## src/rtl/procesor_pkg.sv

```systemverilog
// Shared processor constants and the program-loader state type.
// The instruction decoder and the program memory use the same width constants.
package procesor_pkg;

  localparam int unsigned INS_WIDTH = 26;
  localparam int unsigned PC_WIDTH  = 16;

  typedef enum logic [2:0] {
    StIdle,
    StLenLo,
    StLenHi,
    StData,
    StChk,
    StDone,
    StError
  } loader_state_t;

endpackage

```

## src/rtl/program_loader_if.sv

```systemverilog
// Byte-stream and program-RAM write bundle of the program loader.
//   master: host side; drives byte_in/byte_valid and observes ready and the RAM write port.
//   slave : loader side; accepts bytes and drives the RAM write port.
interface program_loader_if
  import procesor_pkg::*;
#(
  parameter int unsigned ADDR_WIDTH = PC_WIDTH,
  parameter int unsigned INS_WIDTH  = procesor_pkg::INS_WIDTH
);
  logic [7:0]            byte_in;
  logic                  byte_valid;
  logic                  byte_ready;
  logic                  prog_we;
  logic [ADDR_WIDTH-1:0] prog_addr;
  logic [INS_WIDTH-1:0]  prog_data;

  modport master (
    output byte_in, byte_valid,
    input  byte_ready, prog_we, prog_addr, prog_data
  );

  modport slave (
    input  byte_in, byte_valid,
    output byte_ready, prog_we, prog_addr, prog_data
  );
endinterface

```

## src/rtl/program_loader_word_assembler.sv

```systemverilog
// Collects four accepted bytes little-endian into one instruction word.
//   CLK, RST     : clock, asynchronous active-high reset
//   clear_i      : restart byte position at b0
//   accept_i     : byte_i is taken this cycle
//   word_done_o  : combinational pulse on acceptance of b3
//   word_o       : {b3,b2,b1,b0} truncated to the instruction width, valid with word_done_o
module word_assembler
  import procesor_pkg::*;
#(
  parameter int unsigned InsWidth = INS_WIDTH
) (
  input  logic                CLK,
  input  logic                RST,
  input  logic                clear_i,
  input  logic                accept_i,
  input  logic [7:0]          byte_i,
  output logic                word_done_o,
  output logic [InsWidth-1:0] word_o
);

  logic [1:0]  cnt_q;
  // b3 is used straight from the input, so only b0..b2 need storing.
  logic [23:0] shift_q;
  logic [31:0] full;
  logic        unused_hi;

  always_ff @(posedge CLK or posedge RST) begin
    if (RST) begin
      cnt_q   <= 2'd0;
      shift_q <= 24'd0;
    end else if (clear_i) begin
      cnt_q <= 2'd0;
    end else if (accept_i) begin
      cnt_q   <= cnt_q + 2'd1;
      shift_q <= {byte_i, shift_q[23:8]};
    end
  end

  always_comb begin
    full        = {byte_i, shift_q};
    word_done_o = accept_i && (cnt_q == 2'd3);
    word_o      = full[InsWidth-1:0];
    unused_hi   = ^full[31:InsWidth];
  end

endmodule

```

## src/rtl/program_loader.sv

```systemverilog
// Loads a framed byte stream into program RAM and holds the CPU while doing so.
//   CLK, RST      : clock, asynchronous active-high reset
//   start         : arm pulse, honoured only in IDLE/DONE/ERROR
//   bus           : byte handshake in, program-RAM write port out
//   cpu_hold      : PC hold, high while loading and after a checksum error
//   busy          : frame in progress
//   done / error  : result of the last frame (levels)
//   words_loaded  : words written in the current or last frame
module program_loader
  import procesor_pkg::*;
#(
  parameter int unsigned ADDR_WIDTH = PC_WIDTH,
  parameter int unsigned INS_WIDTH  = procesor_pkg::INS_WIDTH
) (
  input  logic              CLK,
  input  logic              RST,
  input  logic              start,
  program_loader_if.slave   bus,
  output logic              cpu_hold,
  output logic              busy,
  output logic              done,
  output logic              error,
  output logic [15:0]       words_loaded
);

  loader_state_t         state_q, state_d;
  logic                  hs, start_ok, last_word;
  logic [15:0]           len_q, words_q;
  logic [7:0]            xor_q;
  logic                  prog_we_q;
  logic [ADDR_WIDTH-1:0] prog_addr_q;
  logic [INS_WIDTH-1:0]  prog_data_q;
  logic                  word_done;
  logic [INS_WIDTH-1:0]  word;

  word_assembler #(
    .InsWidth (INS_WIDTH)
  ) u_word_assembler (
    .CLK         (CLK),
    .RST         (RST),
    .clear_i     (start_ok),
    .accept_i    (hs && (state_q == StData)),
    .byte_i      (bus.byte_in),
    .word_done_o (word_done),
    .word_o      (word)
  );

  always_ff @(posedge CLK or posedge RST) begin
    if (RST) state_q <= StIdle;
    else     state_q <= state_d;
  end

  always_comb begin
    state_d   = state_q;
    busy      = 1'b0;
    cpu_hold  = 1'b0;
    done      = 1'b0;
    error     = 1'b0;
    start_ok  = 1'b0;
    hs        = 1'b0;
    last_word = (words_q + 16'd1) == len_q;

    unique case (state_q)
      StLenLo, StLenHi, StData, StChk: begin
        busy     = 1'b1;
        cpu_hold = 1'b1;
      end
      StError: begin
        error    = 1'b1;
        cpu_hold = 1'b1;
      end
      StDone:  done = 1'b1;
      default: ;
    endcase

    bus.byte_ready = busy;
    hs             = bus.byte_valid && busy;
    start_ok       = start && !busy;

    unique case (state_q)
      StIdle, StDone, StError: if (start) state_d = StLenLo;
      StLenLo: if (hs) state_d = StLenHi;
      StLenHi: if (hs) state_d = ({bus.byte_in, len_q[7:0]} != 16'd0) ? StData : StChk;
      StData:  if (word_done && last_word) state_d = StChk;
      StChk:   if (hs) state_d = (bus.byte_in == xor_q) ? StDone : StError;
      default: state_d = StIdle;
    endcase
  end

  always_ff @(posedge CLK or posedge RST) begin
    if (RST) begin
      len_q       <= 16'd0;
      words_q     <= 16'd0;
      xor_q       <= 8'd0;
      prog_we_q   <= 1'b0;
      prog_addr_q <= '0;
      prog_data_q <= '0;
    end else begin
      prog_we_q <= word_done;
      if (word_done) begin
        prog_addr_q <= ADDR_WIDTH'(words_q);
        prog_data_q <= word;
        words_q     <= words_q + 16'd1;
      end
      if (hs && (state_q == StLenLo)) len_q[7:0]  <= bus.byte_in;
      if (hs && (state_q == StLenHi)) len_q[15:8] <= bus.byte_in;
      // The checksum byte itself is compared, not folded in.
      if (hs && (state_q != StChk)) xor_q <= xor_q ^ bus.byte_in;
      if (start_ok) begin
        xor_q   <= 8'd0;
        words_q <= 16'd0;
        len_q   <= 16'd0;
      end
    end
  end

  always_comb begin
    bus.prog_we   = prog_we_q;
    bus.prog_addr = prog_addr_q;
    bus.prog_data = prog_data_q;
    words_loaded  = words_q;
  end

endmodule
```

## src/flat_wrapper.sv

```systemverilog
// flat-port wrapper written by rule: the top's interface ports become plain ports
module program_loader_flat import procesor_pkg::*;
#(
  parameter int unsigned ADDR_WIDTH = PC_WIDTH,
  parameter int unsigned INS_WIDTH  = procesor_pkg::INS_WIDTH
)
  (CLK, RST, start, cpu_hold, busy, done, error, words_loaded, bus_byte_in, bus_byte_valid, bus_byte_ready, bus_prog_we, bus_prog_addr, bus_prog_data);
  program_loader_if #(.ADDR_WIDTH(ADDR_WIDTH), .INS_WIDTH(INS_WIDTH)) bus_i ();
  input  logic CLK;
  input  logic RST;
  input  logic start;
  output logic cpu_hold;
  output logic busy;
  output logic done;
  output logic error;
  output logic [15:0] words_loaded;
  input wire logic [$bits(bus_i.byte_in)-1:0] bus_byte_in;
  input wire logic [$bits(bus_i.byte_valid)-1:0] bus_byte_valid;
  output wire logic [$bits(bus_i.byte_ready)-1:0] bus_byte_ready;
  output wire logic [$bits(bus_i.prog_we)-1:0] bus_prog_we;
  output wire logic [$bits(bus_i.prog_addr)-1:0] bus_prog_addr;
  output wire logic [$bits(bus_i.prog_data)-1:0] bus_prog_data;
  assign bus_i.byte_in = bus_byte_in;
  assign bus_i.byte_valid = bus_byte_valid;
  assign bus_byte_ready = bus_i.byte_ready;
  assign bus_prog_we = bus_i.prog_we;
  assign bus_prog_addr = bus_i.prog_addr;
  assign bus_prog_data = bus_i.prog_data;
  program_loader #(.ADDR_WIDTH(ADDR_WIDTH), .INS_WIDTH(INS_WIDTH)) u_core (.CLK(CLK), .RST(RST), .start(start), .bus(bus_i), .cpu_hold(cpu_hold), .busy(busy), .done(done), .error(error), .words_loaded(words_loaded));
endmodule
```

## config.mk

```make
export PLATFORM = sky130hd
export DESIGN_NAME = program_loader_flat
export DESIGN_NICKNAME = d
export VERILOG_FILES = /design/src/rtl/procesor_pkg.sv /design/src/rtl/program_loader_if.sv /design/src/rtl/program_loader_word_assembler.sv /design/src/rtl/program_loader.sv /design/src/flat_wrapper.sv
export SDC_FILE = /design/constraint.sdc
export NUM_CORES = 1
export LEC_CHECK = 0
export CORE_ASPECT_RATIO = 0.8
export CORE_MARGIN = 3
export CORE_UTILIZATION = 45
export DETAILED_ROUTE_END_ITERATION = 6
export PLACE_DENSITY = 0.71
export SLEW_MARGIN = 20
export SYNTH_ARGS = -nofsm -noshare
export SYNTH_HDL_FRONTEND = slang
export SYNTH_HIERARCHICAL = 1
export SYNTH_SLANG_ARGS = --single-unit
```

## constraint.sdc

```tcl
create_clock -name CLK -period 6.2 [get_ports CLK]
set_clock_uncertainty 0.2 [all_clocks]
set_input_delay 0.93 -clock CLK [delete_from_list [all_inputs] [get_ports CLK]]
set_output_delay 0.93 -clock CLK [all_outputs]
set_load 0.01 [all_outputs]
```

# [Word level (Yosys, flattened, before mapping)]
# Cells that the tools add are included.
# Widths: inputs -> output; s select.
[word_totals] reg_bits=112 input_bits=12 out_inout_bits=64
[classes] n_addsub=2 eq_ne=15 n_mux=21 bitwise_logic=2 reduce_logical=21
[ops] op="$mux 16" n=3
[ops] op="$mux 8" n=4
[ops] op="$mux 3" n=6
[ops] op="$add 16x1->16 const B" n=1
[ops] op="$eq 16x16->1" n=1
[ops] op="$reduce_bool 16->1" n=1
[ops] op="$pmux 3 s5" n=1
[ops] op="$reduce_bool 2->1" n=5
[ops] op="$eq 3x3->1 const B" n=3
[ops] op="$eq 8x8->1" n=1
[ops] op="$logic_and 1x1->1" n=8
[ops] op="$xor 8x8->8" n=1
[ops] op="$eq 3x2->1 const B" n=2
[ops] op="$mux 2" n=3
[ops] op="$ne 2x1->1 const B" n=3
[ops] op="$reduce_and 5->1" n=1
[ops] op="$reduce_or 5->1" n=1
[ops] op="$mux 1" n=4
[ops] op="$ne 2x2->1 const B" n=2
[ops] op="$reduce_or 4->1" n=1
[ops] op="$eq 3x1->1 const B" n=1
[ops] op="$logic_not 3->1" n=1
[ops] op="$ne 3x3->1 const B" n=1
[ops] op="$reduce_or 3->1" n=1
[ops] op="other kinds (5)" n=5

# [Depth between registers and ports, before layout]
# Gate-level depths: netlist of run 1.
[depth] word_depth=9 mapped_depth=11 mapped_depth_nobuf=8

# [Cells and area by module]
# Netlist of run 1, hierarchy kept.
[by_module_without_submodules] module="program_loader" n_inst=1 cells_each=405 area_each_um2=4269.1 seq_area_each_um2=2152.1
[by_module_without_submodules] module="word_assembler" n_inst=1 cells_each=63 area_each_um2=1126.1 seq_area_each_um2=650.6

# [Least setup slack after synthesis of run 1]
# No wires, ideal clock.
[synth_timing] path_kind="register to register" from="reg u_core.state_q[1]" to="reg u_core.u_word_assembler.shift_q[0]" setup_time_ps=125 t_arrival_ps=2387 slack_ps=3488 path_stages_with_launch=12 path_buffers=5 path_cell_list="dfrtp_1 -> clkbuf_1 -> nor2_1 -> xnor2_1 -> nand2b_1 -> buf_2 -> clkinv_1 -> buf_2 -> nor2b_4 -> buf_6 -> buf_12 -> mux2_4"
[synth_between] elab_chain_cells=7 elab_cells_between_ends=12 classes_between="4 x eq/ne; 1 x mux; 1 x bitwise; 6 x reduce/logical"
[synth_lines] element="start: declaration" line_no="program_loader.sv:26" rtl="loader_state_t state_q, state_d;"
[synth_lines] element="start signal: assignment" line_no="program_loader.sv:49" rtl="if (RST) state_q <= StIdle;"
[synth_lines] element="start signal: assignment" line_no="program_loader.sv:50" rtl="else state_q <= state_d;"
[synth_lines] element="$eq 3x3->1, or another cell as far along" line_no="program_loader.sv:63" rtl="unique case (state_q)"
[synth_lines] element="$reduce_or 4->1 *" line_no="program_loader.sv:63"
[synth_lines] element="$mux 1 *" line_no="program_loader.sv:63"
[synth_lines] element="net bus_byte_ready" line_no="flat_wrapper.sv:19" rtl="output wire logic [$bits(bus_i.byte_ready)-1:0] bus_byte_ready;"
[synth_lines] element="$logic_not 1->1 *" line_no="program_loader.sv:78" rtl="start_ok = start && !busy;"
[synth_lines] element="$logic_and 1x1->1 *" line_no="program_loader.sv:78"
[synth_lines] element="net u_core.start_ok" line_no="program_loader.sv:27" rtl="logic hs, start_ok, last_word;"
[synth_lines] element="$not 1->1 (no line) *"
[synth_lines] element="$reduce_and 2->1 (no line) *"
[synth_lines] element="end signal: assignment" line_no="program_loader_word_assembler.sv:35" rtl="shift_q <= {byte_i, shift_q[23:8]};"
[synth_lines] element="end: declaration" line_no="program_loader_word_assembler.sv:23" rtl="logic [23:0] shift_q;"
# The timed path passes the listed nets; every way through them passes the cells marked *.
# A chain may end at the register's enable or synchronous reset.

# [Worst setup path in the final report of run 1]
[layout_timing] from="reg u_core.state_q[0]" to="reg u_core.u_word_assembler.shift_q[19]"
[layout_between] elab_chain_cells=7 elab_cells_between_ends=12 classes_between="4 x eq/ne; 1 x mux; 1 x bitwise; 6 x reduce/logical"
[layout_lines] element="$eq 3x3->1, or another cell as far along" line_no="program_loader.sv:63"
[layout_lines] element="$reduce_or 4->1" line_no="program_loader.sv:63"
[layout_lines] element="$mux 1" line_no="program_loader.sv:63"
[layout_lines] element="$logic_not 1->1" line_no="program_loader.sv:78"
[layout_lines] element="$logic_and 1x1->1" line_no="program_loader.sv:78"
[layout_lines] element="$not 1->1 (no line)"
[layout_lines] element="$reduce_and 2->1 (no line) *"
# Mark *: on every way between the ends. The rest lies on a longest branch, timed or not.

==> results of run 1 <==
## worst paths after layout
| check | startpoint | endpoint | slack [ps] |
|---|---|---|---|
| worst min register to register | u_core/bus.prog_addr[12]$_DFFE_PP0P_ | u_core/bus.prog_addr[12]$_DFFE_PP0P_ | 310 |
| max in group asynchronous | RST | u_core/xor_q[7]$_DFFE_PP0P_ | 4330 |
| worst max-delay path | u_core/state_q[0]$_DFFE_PP0P_ | u_core/u_word_assembler/shift_q[19]$_DFFE_PP0P_ | 2230 |
| min in group asynchronous | RST | u_core/u_word_assembler/shift_q[8]$_DFFE_PP0P_ | 830 |
| worst min-delay path | u_core/bus.prog_addr[12]$_DFFE_PP0P_ | u_core/bus.prog_addr[12]$_DFFE_PP0P_ | 310 |
| worst max register to register | u_core/state_q[0]$_DFFE_PP0P_ | u_core/u_word_assembler/shift_q[19]$_DFFE_PP0P_ | 2230 |
## worst max-delay path, cell delays in order (launching register included)
cell	delay (ps)
dfrtp_1	510
nor2_1	340
xnor2_1	210
nand2b_1	550
clkinv_1	700
nor2b_4	900
mux2_2	420
## synth_stat cells, drive strengths merged, types with 10 or more instances
cell | instances | share of area (%)
buf | 13 | 2.0
nand3 | 10 | 0.93
nor2 | 32 | 2.2
dfrtp | 112 | 52
xnor2 | 29 | 4.7
nand4 | 13 | 1.6
xor2 | 20 | 3.2
o21ai | 30 | 2.8
mux2 | 65 | 15
clkbuf | 17 | 1.2
nor2b | 10 | 1.3
nand2 | 48 | 3.3
## cell type report
| cell class | count | area, sq um | share of cell area (%) |
|---|---|---|---|
| clock buffer | 9 | 225 | 3.48 |
| clock inverter | 7 | 76.3 | 1.18 |
| inverter | 8 | 31.3 | 0.483 |
| multi-input combinational | 318 | 2390 | 36.9 |
| sequential | 112 | 2800 | 43.3 |
| tap | 148 | 185 | 2.86 |
| timing repair buffer | 77 | 769 | 11.9 |
## per-stage QoR
stage	std cells	total power [mW]	hold slack [ps]
2_1_floorplan	468	1.62	276
4_1_cts	679	2.54	313
3_5_place_dp	663	1.97	297
3_3_place_gp	663	1.93	289
5_1_grt	679	2.66	326
6_report	679	2.51	307
## routing by layer
| metal | GRT usage [%] | vias to the layer above |
|---|---|---|
| met5 | 0 | - |
| met3 | 3.75 | 11 |
| met4 | 3.41 | 0 |
| li1 | - | 1738 |
| met2 | 26.5 | 88 |
| met1 | 25.5 | 1882 |
## flip-flops by register name, indices dropped and copies added, names as in the netlist
name	flops
u_core/bus.prog_addr	16
u_core/bus.prog_data	26
u_core/bus.prog_we	1
u_core/len_q	16
u_core/state_q	3
u_core/u_word_assembler/cnt_q	2
u_core/u_word_assembler/shift_q	24
u_core/words_loaded	16
u_core/xor_q	8
## kinds of logic (layout without fill, tap and decap cells)
group	count (synthesis)	count (layout)	synth area share (%)
buf+inv	38	101	3.78
simple gates	141	141	12.8
fa+ha+maj	2	2	0.464
flops	112	112	51.9
xor+xnor	49	49	7.95
mux	69	69	15.7
compound gates	57	57	7.31
## power groups by stage
stage	clock network [mW]	logic, mW	registers (mW)
2_1_floorplan	0	0.496	1.12
3_3_place_gp	0	0.812	1.12
3_5_place_dp	0	0.834	1.13
4_1_cts	0.584	0.838	1.12
5_1_grt	0.610	0.899	1.15
6_report	0.568	0.829	1.11
==> summary.txt, run 1 <==
Run status
  – Outcome: complete, no violations

Placement
  – Dpl hpwl: roughly 7700 microns
  – DP Area: approximately 6200 sq um
  – Place WS: around 1900 ps
  – Final Wtd Congestion: approximately 0.87
  – # port buffers: between 70 and 80

Routing
  – Via count: 3719
  – Drt first-iter violations: between 300 and 400
  – Met1 WL: around 5300 microns
  – # DRC: 0
  – Post-DRT Antenna Nets: 0
  – DRT Pass-1 Iters: 5
  – Wirelength per Cell: 16.4 microns
  – Max Used Layer: met4
  – Via/cell ratio: 5.48
  – Met3 routed WL: 514 microns
  – Wirelength, routed: ~11000 microns
  – Met2 wire length: ~5200 microns

Synth
  – Synth Instances: 468
  – Syn nets: between 400 and 500
  – Register area share after synthesis: between 50% and 60%
  – Post-synth ARST share: 100%
  – Flops & latches, synth: roughly 110
  – YS warnings: 6
  – Avg Cell Area, Syn: 11.5 sq um
  – Number of synthesized flops with an enable pin: 0
  – Post-synthesis cell area: approximately 5400 sq um
  – Distinct cells, synth: 52
  – Ys flop type: dfrtp_1

Timing
  – Fin. max-slew vios: 0
  – Fin worst setup slack: approximately 2200 ps
  – Worst-Margin Slew: between 900 and 1000 ps
  – Endpoints failing setup: 0
  – Post-layout minimum cycle time: a little under 4000 ps
  – Fin crit share: 64.1%
  – Final hold vios: 0
  – Rel. slew slack: between 30% and 40%
  – FMAX: ~250 MHz
  – TNS Setup: 0 ps
  – RSZ-0062 raised after global routing: no

Global routing
  – Largest net degree at the start of global routing: 87
  – First-pass GRT wire length: 18800 microns
  – Initial antenna violation count: 0
  – GRT Resource Usage Total: ~17%
  – Number of global-route vias before repair: 3677
  – Total global routing overflow: 0

CTS
  – Sink Count: approximately 110
  – Clk Tree Root Cell: clkbuf_16
  – Worst-Skew Late Latency: 350 ps
  – Post-CTS Hold Fix Bufs: 0
  – Cts repair resizes: 0
  – CTS tree: built
  – Setup Buffers After CTS: 0
  – CTS clock-pin slew for the worst setup and hold paths: ~80 ps
  – Clock Path Buffers: 2
  – Total CTS buffers: 9
  – H-Tree Level Count: 3

Final layout
  – Layout cells sized above 1: approximately 18%
  – Fin util: 55.8%
  – Filler Cells Inserted: around 960
  – Area Overhead vs Synth: 20.1%
  – Most frequent cells in the layout: 112 x dfrtp_1, 75 x clkdlybuf4s50_1, 48 x nand2_1, 45 x mux2_2, 32 x nor2_1
  – Final Cell Area: between 6000 and 7000 sq um
  – Most common cell after layout, fill and taps aside: dfrtp_1
  – Fin nets: 540
  – # diodes: 0

Power
  – Switch Pwr: roughly 800 uW
  – Internal power: about 1.7 mW
  – Switch share: between 30% and 40%
  – Sequential power share: approximately 44%
  – Clock Power Share: a little under a quarter
  – Static Leakage: between 2 and 3 nW
  – Pwr per Cell Area: ~390 nW/um^2
  – Peak supply drop: between 150 and 200 uV
  – Combinational group share of total power: between 30% and 40%

Die
  – Core area: approximately 12000 sq um
  – Rows: 35
  – Io pins: 76
  – Die H: between 100 and 150 microns
  – Die span in x: around 130 microns
  – Initial Utilization: a little under half
  – Die area: roughly 13000 sq um

Critical path
  – Crit-path max FO: 24
  – Required time of the critical path: just over 6000 ps
  – Setup CP Type: register to register
  – CP endpoint kind: register
  – Reg2reg path depth: 6
  – Setup crit start kind: register
  – Crit path arrival time: about 4000 ps

Min path
  – Worst min path class: register to register
  – Hold depth: 1

Job
  – Max-Cap Viols: 0
Power figures use the tool's default switching activity.
==> run 2: changes to the inputs <==
PLACE_DENSITY = 0.73   (was 0.71)
clock period = 3.26 ns   (was 6.2 ns; I/O delays follow)
==> summary.txt, run 2 (synthesis results as in run 1) <==
Timing
  – Rel. slew slack: 46.9% (+9.1 points)
  – RSZ-0062 raised after global routing: no
  – Endpoints failing setup: 0 (unchanged)
  – Final hold vios: 0 (unchanged)
  – Post-layout minimum cycle time: ~2800 ps
  – TNS Setup: 0 ps (unchanged)
  – Fin crit share: 86.1%
  – FMAX: ~360 MHz
  – Worst-Margin Slew: 795 ps (-132 ps)
  – Worst hold slack: 307 ps (+0.116 ps)
  – Fin worst setup slack: 454 ps (-1770 ps)
  – Fin. max-slew vios: 0 (unchanged)

Final layout
  – # diodes: 0 (unchanged)
  – Layout cells sized above 1: 18.7% (+1.2 points)
  – Area Overhead vs Synth: 21.8%
  – Most common cell after layout, fill and taps aside: dfrtp_1
  – Most frequent cells in the layout: 112 x dfrtp_1, 75 x clkdlybuf4s50_1, 48 x nand2_1, 45 x mux2_2, 32 x nor2_1
  – Max reg flops: 26 (unchanged)
  – Register area: 2800 sq um (unchanged)
  – Fin nets: 549 (+1.7%)
  – Finished Layout Cells: 687 (+1.2%)
  – Multi-input gate area: 2390 sq um (unchanged)
  – Filler Cells Inserted: 972 (+1.0%)

Power
  – Peak supply drop: 423 uV (+170%)
  – Static Leakage: 2.79 nW (+2.2%)
  – Pwr per Cell Area: 750 nW/um^2 (+93%)
  – Final Power: 4.93 mW (+96%)

Die
  – Rows: 35 (unchanged)
  – Core area: 11600 sq um (unchanged)
  – Die H: 104 microns (unchanged)
  – Die span in x: 128 microns (unchanged)
  – Initial Utilization: 46.5% (unchanged)
  – Io pins: 76 (unchanged)
  – Die area: 13300 sq um (unchanged)

Placement
  – # port buffers: 75 (unchanged)
  – Dpl hpwl: 8370 microns (+8.9%)
  – Placed Cells: 672 (+1.4%)
  – Place WS: 520 ps (-1400 ps)
  – Final Wtd Congestion: 0.887 (+2.1%)

Global routing
  – Number of global-route vias before repair: 3918 (+6.6%)
  – Largest net degree at the start of global routing: 46 (-47%)
  – GRT Resource Usage Total: 19.0% (+1.7 points)
  – First-pass GRT wire length: 20400 microns (+8.2%)
  – Initial antenna violation count: 0 (unchanged)
  – Total global routing overflow: 0 (unchanged)

CTS
  – H-Tree Level Count: 3 (unchanged)
  – Total CTS buffers: 9 (unchanged)
  – Post-CTS Hold Fix Bufs: 0 (unchanged)
  – Cts repair resizes: 0 (unchanged)
  – CTS tree: built
  – Setup Buffers After CTS: 0 (unchanged)
  – CTS clock-pin slew for the worst setup and hold paths: 70 ps (about the same)
  – Worst-Skew Late Latency: 350 ps (about the same)
  – Sink Count: 112 (unchanged)
  – Clock Path Buffers: 2 (unchanged)
  – Clk Tree Root Cell: clkbuf_16

Routing
  – Via count: 3821 (+2.7%)
  – Post-DRT Antenna Nets: 0 (unchanged)
  – Drt first-iter violations: 273 (-13%)
  – Wirelength, routed: 12000 microns (+8.1%)
  – Via/cell ratio: 5.56 (+1.5%)
  – # DRC: 0 (unchanged)
  – DRT Pass-1 Iters: 5 (unchanged)
  – Wirelength per Cell: 17.5 microns (+6.8%)

Critical path
  – Critical Path Max Stage Delay: 610 ps (-290 ps)
  – Crit path arrival time: 2120 ps (-1880 ps)
  – Crit path buf inv count: 1 (unchanged)
  – Required time of the critical path: 2570 ps (-3660 ps)
  – Setup crit start kind: register
  – Setup CP Type: register to output port
  – Worst path top cell family by delay: buffers and inverters
  – Reg-to-Reg Start: u_core/state_q[0]$_DFFE_PP0P_
  – CP endpoint kind: output port
  – CP Cell Sequence: nor2_1 > xnor2_1 > clkdlybuf4s50_1
  – CP Launch Point: u_core/state_q[0]$_DFFE_PP0P_
  – CP max stage cell: clkdlybuf4s50_1
  – Crit-path max FO: 13 (-46%)

Job
  – Max-Cap Viols: 0 (unchanged)

Min path
  – Worst min path class: register to register
  – Min-delay src: u_core/bus.prog_addr[13]$_DFFE_PP0P_

Run status
  – Outcome: complete, no violations
run 2: cell types whose count changed in the layout (fill, tap and decap cells not counted), sizes merged:
cell	before	now
buf	2	11
clkinvlp	0	1
clkinv	8	3
bufinv	0	2
inv	7	8
run 2: power breakdown:
part	internal, mW	switching [mW]	leakage [nW]
Combinational	0.958	0.663	1.24
Clock	0.677	0.506	0.154
Sequential	1.79	0.331	1.39
Total	3.43	1.50	2.79
run 2: layout make-up:
type / count / share of cell area, %
Timing Repair Buffer: 86 / 12.9
Sequential cell: 112 / 42.7
Clock inverter: 6 / 1.41
Tap cell: 148 / 2.82
Clock buffer: 9 / 3.43
Inverter: 8 / 0.476
Multi-Input combinational cell: 318 / 36.3
run 2: path summary, 6_finish.rpt:
path	to	slack, ps	depth (start not counted)
max	busy	450	3
min	u_core/bus.prog_addr[13]$_DFFE_PP0P_	310	1
max reg2reg	u_core/u_word_assembler/shift_q[16]$_DFFE_PP0P_	560	7
min reg2reg	u_core/bus.prog_addr[13]$_DFFE_PP0P_	310	1
max in group asynchronous	u_core/bus.prog_data[25]$_DFFE_PP0P_	1710	3
min in group asynchronous	u_core/u_word_assembler/shift_q[16]$_DFFE_PP0P_	400	3
run 2: layer usage:
layer / share of wire (%) / up-vias / GRT usage [%]
met3: 4.5 / 12 / 3.49
li1: - / 1751 / -
met1: 46 / 1948 / 27.0
met4: 1.0 / 0 / 4.92
met2: 48 / 110 / 30.1
met5: 0 / - / 0
run 2: per-stage QoR:
stage	util, %	instance area [sq um]
2_1_floorplan	-	5400
3_3_place_gp	53.9	6250
3_5_place_dp	53.9	6250
4_1_cts	56.6	6570
5_1_grt	56.6	6570
6_report	56.6	6570
